`config.mk`:
```
export PLATFORM = sky130hd
export DESIGN_NAME = cam_frame_sched_flat
export DESIGN_NICKNAME = d
export VERILOG_FILES = /design/src/rtl/cam_frame_sched_pkg.sv /design/src/rtl/cam_frame_sched_if.sv /design/src/rtl/cam_frame_sched_tx_seq.sv /design/src/rtl/cam_frame_sched.sv /design/src/flat_wrapper.sv
export SDC_FILE = /design/constraint.sdc
export NUM_CORES = 1
export LEC_CHECK = 0
export CORE_ASPECT_RATIO = 2
export CORE_MARGIN = 2
export CORE_UTILIZATION = 35
export DETAILED_ROUTE_END_ITERATION = 10
export PLACE_DENSITY_LB_ADDON = 0.12
export SLEW_MARGIN = 20
export SYNTH_ARGS = -nofsm -noshare
export SYNTH_HDL_FRONTEND = slang
export SYNTH_SLANG_ARGS = --single-unit
```
`constraint.sdc`:
```
create_clock -name clk -period 3.4 [get_ports clk]
set_input_delay 1.02 -clock clk [delete_from_list [all_inputs] [get_ports clk]]
set_output_delay 1.02 -clock clk [all_outputs]
set_load 0.05 [all_outputs]
```
`src/rtl/cam_frame_sched_pkg.sv`:
```
// Shared types and constants for the camera frame scheduler.
// Optional macro CAM_FRAME_HDR_EN adds the sync/frame-count header and 0xFF escaping.
package cam_frame_sched_pkg;

  localparam int unsigned FRAME_W_DEF = 2;
  localparam int unsigned FRAME_H_DEF = 3;
  localparam int unsigned ADDR_W      = 3;
  localparam int unsigned CNT_W       = ADDR_W + 1;
  localparam int unsigned PIX_W       = 10;

  localparam logic [7:0] CAPTURE_CMD_DEF = 8'hAA;
  localparam logic [7:0] SYNC_B0         = 8'hFF;
  localparam logic [7:0] SYNC_B1         = 8'h00;
  localparam logic [7:0] PIX_ESC         = 8'hFE;

  typedef enum logic [2:0] {
    ST_IDLE,
    ST_ARM,
    ST_WAIT_FV,
    ST_CAPTURE,
    ST_SEND
`ifdef CAM_FRAME_HDR_EN
    ,
    ST_HDR0,
    ST_HDR1,
    ST_HDR2
`endif
  } state_e;

  typedef enum logic [1:0] {
    TX_IDLE,
    TX_ADDR,
    TX_DATA,
    TX_HOLD
  } tx_state_e;

  // Direct byte load into the transmit register (header bytes).
  typedef struct packed {
    logic       valid;
    logic [7:0] data;
  } tx_load_t;

  // Pixel byte as it goes on the wire; 0xFF is reserved for sync when headers are on.
  function automatic logic [7:0] tx_pixel(input logic [7:0] b);
`ifdef CAM_FRAME_HDR_EN
    return (b == SYNC_B0) ? PIX_ESC : b;
`else
    return b;
`endif
  endfunction

endpackage

```
`src/rtl/cam_frame_sched_if.sv`:
```
// Command, camera, frame-RAM and transmitter signals of the frame scheduler.
interface cam_frame_sched_if;
  import cam_frame_sched_pkg::*;

  logic [7:0]        cmd_data;
  logic              cmd_ready;
  logic              cam_frame_valid;
  logic              cam_line_valid;
  logic [PIX_W-1:0]  cam_data;
  logic              mem_we;
  logic [ADDR_W-1:0] mem_addr;
  logic [7:0]        mem_wdata;
  logic [7:0]        mem_rdata;
  logic [7:0]        tx_data;
  logic              tx_valid;
  logic              tx_ready;
  logic              busy;
  logic              err_short;

  modport slave (
    input  cmd_data, cmd_ready, cam_frame_valid, cam_line_valid, cam_data,
           mem_rdata, tx_ready,
    output mem_we, mem_addr, mem_wdata, tx_data, tx_valid, busy, err_short
  );

  modport master (
    output cmd_data, cmd_ready, cam_frame_valid, cam_line_valid, cam_data,
           mem_rdata, tx_ready,
    input  mem_we, mem_addr, mem_wdata, tx_data, tx_valid, busy, err_short
  );

endinterface

```
`src/rtl/cam_frame_sched_tx_seq.sv`:
```
// Send-side sequencer: reads len bytes from frame RAM and hands them to the transmitter,
// one byte in flight; also accepts directly loaded bytes while idle.
module cam_frame_sched_tx_seq
  import cam_frame_sched_pkg::*;
(
  input  logic              clk,
  input  logic              rst_n,
  input  logic              start,
  input  logic [CNT_W-1:0]  len,
  input  tx_load_t          load,
  input  logic [7:0]        rdata,
  input  logic              tx_ready,
  output logic              tx_valid,
  output logic [7:0]        tx_data,
  output logic [ADDR_W-1:0] addr,
  output logic              done
);

  tx_state_e         state_q, state_d;
  logic [CNT_W-1:0]  len_q, len_d;
  logic [ADDR_W-1:0] addr_q, addr_d;
  logic [7:0]        data_q, data_d;
  logic              valid_q, valid_d;
  logic              done_q, done_d;
  logic              xfer;

  assign xfer     = valid_q & tx_ready;
  assign tx_valid = valid_q;
  assign tx_data  = data_q;
  assign addr     = addr_q;
  assign done     = done_q;

  always_ff @(posedge clk or negedge rst_n) begin
    if (!rst_n) begin
      state_q <= TX_IDLE;
      len_q   <= '0;
      addr_q  <= '0;
      data_q  <= '0;
      valid_q <= 1'b0;
      done_q  <= 1'b0;
    end else begin
      state_q <= state_d;
      len_q   <= len_d;
      addr_q  <= addr_d;
      data_q  <= data_d;
      valid_q <= valid_d;
      done_q  <= done_d;
    end
  end

  // Address is held through TX_ADDR; RAM data is valid and latched in TX_DATA.
  always_comb begin
    state_d = state_q;
    len_d   = len_q;
    addr_d  = addr_q;
    data_d  = data_q;
    valid_d = valid_q;
    done_d  = 1'b0;
    case (state_q)
      TX_IDLE: begin
        if (xfer) valid_d = 1'b0;
        if (load.valid) begin
          data_d  = load.data;
          valid_d = 1'b1;
        end
        if (start) begin
          addr_d  = '0;
          len_d   = len;
          state_d = TX_ADDR;
        end
      end
      TX_ADDR: state_d = TX_DATA;
      TX_DATA: begin
        data_d  = tx_pixel(rdata);
        valid_d = 1'b1;
        state_d = TX_HOLD;
      end
      TX_HOLD: begin
        if (xfer) begin
          valid_d = 1'b0;
          if (CNT_W'(addr_q) + CNT_W'(1) >= len_q) begin
            state_d = TX_IDLE;
            done_d  = 1'b1;
          end else begin
            addr_d  = addr_q + ADDR_W'(1);
            state_d = TX_ADDR;
          end
        end
      end
      default: state_d = TX_IDLE;
    endcase
  end

endmodule

```
`src/rtl/cam_frame_sched.sv`:
```
// One-shot frame grab: command decode, capture FSM and pixel count; streaming via tx_seq.
// Define CAM_FRAME_HDR_EN for FF/00/frame-count header and 0xFF->0xFE pixel escaping.
module cam_frame_sched
  import cam_frame_sched_pkg::*;
#(
  parameter int unsigned FRAME_W     = FRAME_W_DEF,
  parameter int unsigned FRAME_H     = FRAME_H_DEF,
  parameter logic [7:0]  CAPTURE_CMD = CAPTURE_CMD_DEF
) (
  input  logic clk,
  input  logic rst_n,
  cam_frame_sched_if.slave bus
);

  localparam int unsigned      FRAME_PIX   = FRAME_W * FRAME_H;
  localparam logic [CNT_W-1:0] FRAME_PIX_N = CNT_W'(FRAME_PIX);

  state_e            state_q, state_d;
  logic [CNT_W-1:0]  n_q, n_d;
  logic              err_q, err_d;
  logic              busy_q;
  logic              seq_start;
  logic              seq_done;
  tx_load_t          seq_load;
  logic [ADDR_W-1:0] seq_addr;
  logic              we_c;
  logic [ADDR_W-1:0] addr_c;
  logic [7:0]        wdata_c;
  logic [1:0]        unused_pix_lsb;
`ifdef CAM_FRAME_HDR_EN
  logic [7:0]        fcnt_q, fcnt_d;
  logic              xfer;

  assign xfer = bus.tx_valid & bus.tx_ready;
`endif

  assign unused_pix_lsb = bus.cam_data[1:0];
  assign bus.mem_we     = we_c;
  assign bus.mem_addr   = addr_c;
  assign bus.mem_wdata  = wdata_c;
  assign bus.busy       = busy_q;
  assign bus.err_short  = err_q;

  always_ff @(posedge clk or negedge rst_n) begin
    if (!rst_n) begin
      state_q <= ST_IDLE;
      n_q     <= '0;
      err_q   <= 1'b0;
      busy_q  <= 1'b0;
`ifdef CAM_FRAME_HDR_EN
      fcnt_q  <= '0;
`endif
    end else begin
      state_q <= state_d;
      n_q     <= n_d;
      err_q   <= err_d;
      busy_q  <= (state_d != ST_IDLE);
`ifdef CAM_FRAME_HDR_EN
      fcnt_q  <= fcnt_d;
`endif
    end
  end

  // RAM write strobe is combinational with the pixel sample so no pipeline is needed.
  always_comb begin
    state_d   = state_q;
    n_d       = n_q;
    err_d     = err_q;
    seq_start = 1'b0;
    seq_load  = '0;
    we_c      = 1'b0;
    addr_c    = '0;
    wdata_c   = '0;
`ifdef CAM_FRAME_HDR_EN
    fcnt_d    = fcnt_q;
`endif
    case (state_q)
      ST_IDLE: begin
        if (bus.cmd_ready && (bus.cmd_data == CAPTURE_CMD)) begin
          state_d = ST_ARM;
          err_d   = 1'b0;
          n_d     = '0;
        end
      end
      ST_ARM: if (!bus.cam_frame_valid) state_d = ST_WAIT_FV;
      ST_WAIT_FV: if (bus.cam_frame_valid) state_d = ST_CAPTURE;
      ST_CAPTURE: begin
        if (bus.cam_frame_valid) begin
          if (bus.cam_line_valid && (n_q < FRAME_PIX_N)) begin
            we_c    = 1'b1;
            addr_c  = n_q[ADDR_W-1:0];
            wdata_c = bus.cam_data[PIX_W-1:PIX_W-8];
            n_d     = n_q + CNT_W'(1);
          end
        end else begin
          if (n_q < FRAME_PIX_N) err_d = 1'b1;
          if (n_q == '0) begin
            state_d = ST_IDLE;
          end else begin
`ifdef CAM_FRAME_HDR_EN
            state_d  = ST_HDR0;
            seq_load = '{valid: 1'b1, data: SYNC_B0};
`else
            state_d   = ST_SEND;
            seq_start = 1'b1;
`endif
          end
        end
      end
`ifdef CAM_FRAME_HDR_EN
      // Each header byte is loaded on the transfer of the previous one.
      ST_HDR0: begin
        if (xfer) begin
          state_d  = ST_HDR1;
          seq_load = '{valid: 1'b1, data: SYNC_B1};
        end
      end
      ST_HDR1: begin
        if (xfer) begin
          state_d  = ST_HDR2;
          seq_load = '{valid: 1'b1, data: fcnt_q};
          fcnt_d   = fcnt_q + 8'd1;
        end
      end
      ST_HDR2: begin
        if (xfer) begin
          state_d   = ST_SEND;
          seq_start = 1'b1;
        end
      end
`endif
      ST_SEND: begin
        addr_c = seq_addr;
        if (seq_done) state_d = ST_IDLE;
      end
      default: state_d = ST_IDLE;
    endcase
  end

  cam_frame_sched_tx_seq u_tx_seq (
    .clk      (clk),
    .rst_n    (rst_n),
    .start    (seq_start),
    .len      (n_q),
    .load     (seq_load),
    .rdata    (bus.mem_rdata),
    .tx_ready (bus.tx_ready),
    .tx_valid (bus.tx_valid),
    .tx_data  (bus.tx_data),
    .addr     (seq_addr),
    .done     (seq_done)
  );

endmodule
```
`src/flat_wrapper.sv`:
```
// flat-port wrapper written by rule: the top's interface ports become plain ports
module cam_frame_sched_flat import cam_frame_sched_pkg::*;
#(
  parameter int unsigned FRAME_W     = FRAME_W_DEF,
  parameter int unsigned FRAME_H     = FRAME_H_DEF,
  parameter logic [7:0]  CAPTURE_CMD = CAPTURE_CMD_DEF
)
  (clk, rst_n, bus_cmd_data, bus_cmd_ready, bus_cam_frame_valid, bus_cam_line_valid, bus_cam_data, bus_mem_rdata, bus_tx_ready, bus_mem_we, bus_mem_addr, bus_mem_wdata, bus_tx_data, bus_tx_valid, bus_busy, bus_err_short);
  cam_frame_sched_if bus_i ();
  input  logic clk;
  input  logic rst_n;
  input wire logic [$bits(bus_i.cmd_data)-1:0] bus_cmd_data;
  input wire logic [$bits(bus_i.cmd_ready)-1:0] bus_cmd_ready;
  input wire logic [$bits(bus_i.cam_frame_valid)-1:0] bus_cam_frame_valid;
  input wire logic [$bits(bus_i.cam_line_valid)-1:0] bus_cam_line_valid;
  input wire logic [$bits(bus_i.cam_data)-1:0] bus_cam_data;
  input wire logic [$bits(bus_i.mem_rdata)-1:0] bus_mem_rdata;
  input wire logic [$bits(bus_i.tx_ready)-1:0] bus_tx_ready;
  output wire logic [$bits(bus_i.mem_we)-1:0] bus_mem_we;
  output wire logic [$bits(bus_i.mem_addr)-1:0] bus_mem_addr;
  output wire logic [$bits(bus_i.mem_wdata)-1:0] bus_mem_wdata;
  output wire logic [$bits(bus_i.tx_data)-1:0] bus_tx_data;
  output wire logic [$bits(bus_i.tx_valid)-1:0] bus_tx_valid;
  output wire logic [$bits(bus_i.busy)-1:0] bus_busy;
  output wire logic [$bits(bus_i.err_short)-1:0] bus_err_short;
  assign bus_i.cmd_data = bus_cmd_data;
  assign bus_i.cmd_ready = bus_cmd_ready;
  assign bus_i.cam_frame_valid = bus_cam_frame_valid;
  assign bus_i.cam_line_valid = bus_cam_line_valid;
  assign bus_i.cam_data = bus_cam_data;
  assign bus_i.mem_rdata = bus_mem_rdata;
  assign bus_i.tx_ready = bus_tx_ready;
  assign bus_mem_we = bus_i.mem_we;
  assign bus_mem_addr = bus_i.mem_addr;
  assign bus_mem_wdata = bus_i.mem_wdata;
  assign bus_tx_data = bus_i.tx_data;
  assign bus_tx_valid = bus_i.tx_valid;
  assign bus_busy = bus_i.busy;
  assign bus_err_short = bus_i.err_short;
  cam_frame_sched #(.FRAME_W(FRAME_W), .FRAME_H(FRAME_H), .CAPTURE_CMD(CAPTURE_CMD)) u_core (.clk(clk), .rst_n(rst_n), .bus(bus_i));
endmodule
```
==> flow_summary.json, run 1 <==
{
  "dp_hpwl_um": 2648,
  "cts-root-to-sink-buffers": 2,
  "grt.met2_usage_pct": 24.49,
  "worst-endpoint-arrival_ps": 2270,
  "met3_usage_pct": 1.385,
  "synth_async_sr_flop_share_pct": 100.0,
  "drt_iter0_drc": 7,
  "report.final.setup_viol": 0,
  "area_enclosed_by_the_die_boundary_um2": 4918,
  "final_total_negative_setup_slack_ps": 0,
  "post_route_cells_drive_above_1_share_pct": 16.00,
  "final_hold_viol_count": 0,
  "drv_cap": 0,
  "critical_path_required_ps": 2380,
  "dieHeight_um": 97.20,
  "cts_sinks": 28,
  "tritoncts": "done",
  "areaGrowthSynthToFinish_pct": 50.86,
  "gp_congestion": 0.7645,
  "detailedRoute.firstPassIterationCount": 4,
  "finish.instance_area_um2": 2293,
  "power.ir.vdd_worst_v": 0.0005655,
  "worstMarginPinSlew_ps": 505.6,
  "reg_area_um2": 700.7,
  "worstRegToRegCells": 7,
  "grt_max_degree": 29,
  "count_of_nets_after_finishing": 243,
  "vias": 1209,
  "clock_pin_slew_worst_setup_and_hold_paths_ps": 100,
  "routed_wire_length_per_instance_um": 13.05,
  "grt_remaining_overflow": 0,
  "clk_root_buffer_cell": "sky130_fd_sc_hd__clkbuf_8",
  "crit_path_max_fanout": 9,
  "worst_skew_pair.late_latency_ps": 280,
  "global_route.usage.met1_pct": 18.64,
  "ctsHoldBuffers": 0,
  "post-cts-setup-buffer-count": 0,
  "grt_setup_unrepaired": "false",
  "setup_slack_ps": 107.0,
  "grt_pass1_vias": 1220,
  "detailedPlace.worstSlack_ps": 95.49,
  "count_of_different_cell_masters_after_synthesis": 37,
  "report.final.slew_viol_count": 0,
  "multi_input_comb_area_um2": 750.7,
  "mostFrequentLayoutCells": "sky130_fd_sc_hd__clkdlybuf4s50_1 (40), sky130_fd_sc_hd__dfrtp_1 (28), sky130_fd_sc_hd__buf_12 (12)",
  "antenna_cells": 0,
  "ys_seq_elements": 28,
  "fillerInstances": 394,
  "critical_path.startpoint_type": "primary input",
  "design.portCount": 55,
  "run_status": "finished, final reports clean",
  "synthesis.yosys.warnings": 0,
  "starting_utilization_of_the_core_area_pct": 35.74,
  "cts-buffers-inserted": 3,
  "dominantRegCellSynth": "sky130_fd_sc_hd__dfrtp_1",
  "p_leak_nw": 1.038,
  "placed_cells_incl_taps": 250,
  "fin_skew_ps": 5.087,
  "htree_num_levels": 1,
  "ctsResizeCount": 0,
  "grt_antenna_before_repair": 0,
  "synth_sequential_area_ratio_pct": 46.09,
  "final_cell_count_no_fill": 254,
  "syn-num-nets": 186,
  "synthesis.instances": 144,
  "synthesis.area_um2": 1520,
  "power.density_cell_area_nw_per_um2": 636.0,
  "timing.setup.critical_path_class": "in -> out",
  "num_rows": 34,
  "placed_area_um2": 2238,
  "relSlewSlack_pct": 66.19,
  "achievable-frequency_mhz": 303.7,
  "syn_area_per_cell_um2": 10.56,
  "drc": 0,
  "endpoint_kind": "primary output",
  "period_share_pct": 96.85,
  "global_route_wire_length_before_repair_um": 5582,
  "die_w_um": 50.60,
  "layout_commonest_cell": "sky130_fd_sc_hd__clkdlybuf4s50_1",
  "drt-vias-per-instance": 4.760,
  "gr-usage-all-layers_pct": 14.60,
  "worst_min_delay_path_category": "reg -> reg",
  "whs_path_depth": 2,
  "core_um2": 4254,
  "period_minus_slack_ps": 3293,
  "port_buffers": 52,
  "drt-total-wl_um": 3314,
  "final_antenna_net_count": 0,
  "synth-edff-count": 0,
  "grt_busiest_layer": "met2"
}
## per-stage QoR
| step | total power [mW] | utilization [%] | hold WS (ps) |
|---|---|---|---|
| 2_1_floorplan | 1.019 | - | 449.8 |
| 3_3_place_gp | 1.253 | 52.62 | 467.3 |
| 3_5_place_dp | 1.262 | 52.62 | 474.5 |
| 4_1_cts | 1.472 | 53.91 | 496.3 |
| 5_1_grt | 1.544 | 53.91 | 523.6 |
| 6_report | 1.459 | 53.91 | 493.2 |
## path summary, 6_finish.rpt
path	from	end	slack (ps)
max	bus_cam_frame_valid	bus_mem_wdata[5]	110
min	u_core.u_tx_seq.len_q[1]$_DFFE_PN0P_	u_core.u_tx_seq.len_q[1]$_DFFE_PN0P_	490
max in group asynchronous	rst_n	u_core.u_tx_seq.len_q[0]$_DFFE_PN0P_	2010
min reg2reg	u_core.u_tx_seq.len_q[1]$_DFFE_PN0P_	u_core.u_tx_seq.len_q[1]$_DFFE_PN0P_	490
max reg2reg	u_core.u_tx_seq.addr[0]$_DFFE_PN0P_	u_core.u_tx_seq.addr[0]$_DFFE_PN0P_	1220
min in group asynchronous	rst_n	u_core.u_tx_seq.tx_data[6]$_DFFE_PN0P_	1120
## area by class of cell
type                    instances  share of cell area, %
inverters                      11                  1.800
flip-flops and latches         28                  30.55
multi-input cells             100                  32.73
repair buffers                 57                  29.57
well taps                      54                  2.946
clock buffers                   4                  2.400
## state kept, by name, summed over array words and instances, names as in the netlist
register and flops:
u_core.u_tx_seq.tx_data 8, u_core.n_q 4, u_core.u_tx_seq.len_q 4, u_core.state_q 3
u_core.u_tx_seq.addr 3, u_core.u_tx_seq.state_q 2, u_core.bus.busy 1, u_core.bus.err_short 1
u_core.u_tx_seq.done 1, u_core.u_tx_seq.tx_valid 1
## cells in the mapped netlist, types with 2 or more instances
cell type                  count  area share [%]
sky130_fd_sc_hd__nand2b_1      5             2.1
sky130_fd_sc_hd__inv_1        11             2.7
sky130_fd_sc_hd__and4_1        3             1.7
sky130_fd_sc_hd__nor2b_1       2            0.82
sky130_fd_sc_hd__nand3_1       3            0.99
sky130_fd_sc_hd__and2_1        9             3.7
sky130_fd_sc_hd__ha_1         10             8.2
sky130_fd_sc_hd__dfrtp_1      28              46
sky130_fd_sc_hd__o21ai_0       6             2.0
sky130_fd_sc_hd__clkbuf_1      3            0.74
sky130_fd_sc_hd__mux2_2       10             7.4
sky130_fd_sc_hd__a21o_1        4             2.0
sky130_fd_sc_hd__a32o_1        2             1.3
sky130_fd_sc_hd__nor2_1        9             2.2
sky130_fd_sc_hd__xnor2_1       2             1.2
sky130_fd_sc_hd__nand2_1       7             1.7
sky130_fd_sc_hd__a21oi_1       8             2.6
sky130_fd_sc_hd__xor2_1        2             1.2
sky130_fd_sc_hd__nor4bb_1      2             1.3
## layer usage
layer / part of all wire, % / wire [µm]
met4: 1.5 / 49
met3: 1.2 / 41
met5: 0 / 0
met2: 54 / 1801
met1: 43 / 1422
## logic make-up after synthesis
logic type / after synthesis / share of synthesized area [%]
and+or+nand+nor: 47 / 18.35
AOI/OAI and AO/OA: 28 / 12.10
DFF: 28 / 46.09
buffers and inverters: 16 / 4.526
muxes: 11 / 8.395
adders and majority gates: 10 / 8.230
xor gates and xnor gates: 4 / 2.305
## where the power goes
group          switching, mW  internal [mW]
sequential            0.0755          0.432
clock                  0.104          0.104
combinational          0.437          0.306
total                  0.617          0.842
## critical path: stages
cell and delay, ps:
sky130_fd_sc_hd__clkdlybuf4s50_1 480, sky130_fd_sc_hd__and4_1 270, sky130_fd_sc_hd__buf_4 180, sky130_fd_sc_hd__and2_1 180, sky130_fd_sc_hd__buf_12 150
(Power assumes the default switching activity.)
==> run 2, diff against run 1 <==
- CTS_CLUSTER_SIZE: unset -> 28
==> results of run 2 <==
The final DEF is identical to that of run 1; final timing and power are the same.
==> run 3, diff against run 2 <==
- SKIP_LAST_GASP: unset -> 1
==> results of run 3 <==
The final DEF is identical to that of run 1; final timing and power are the same.
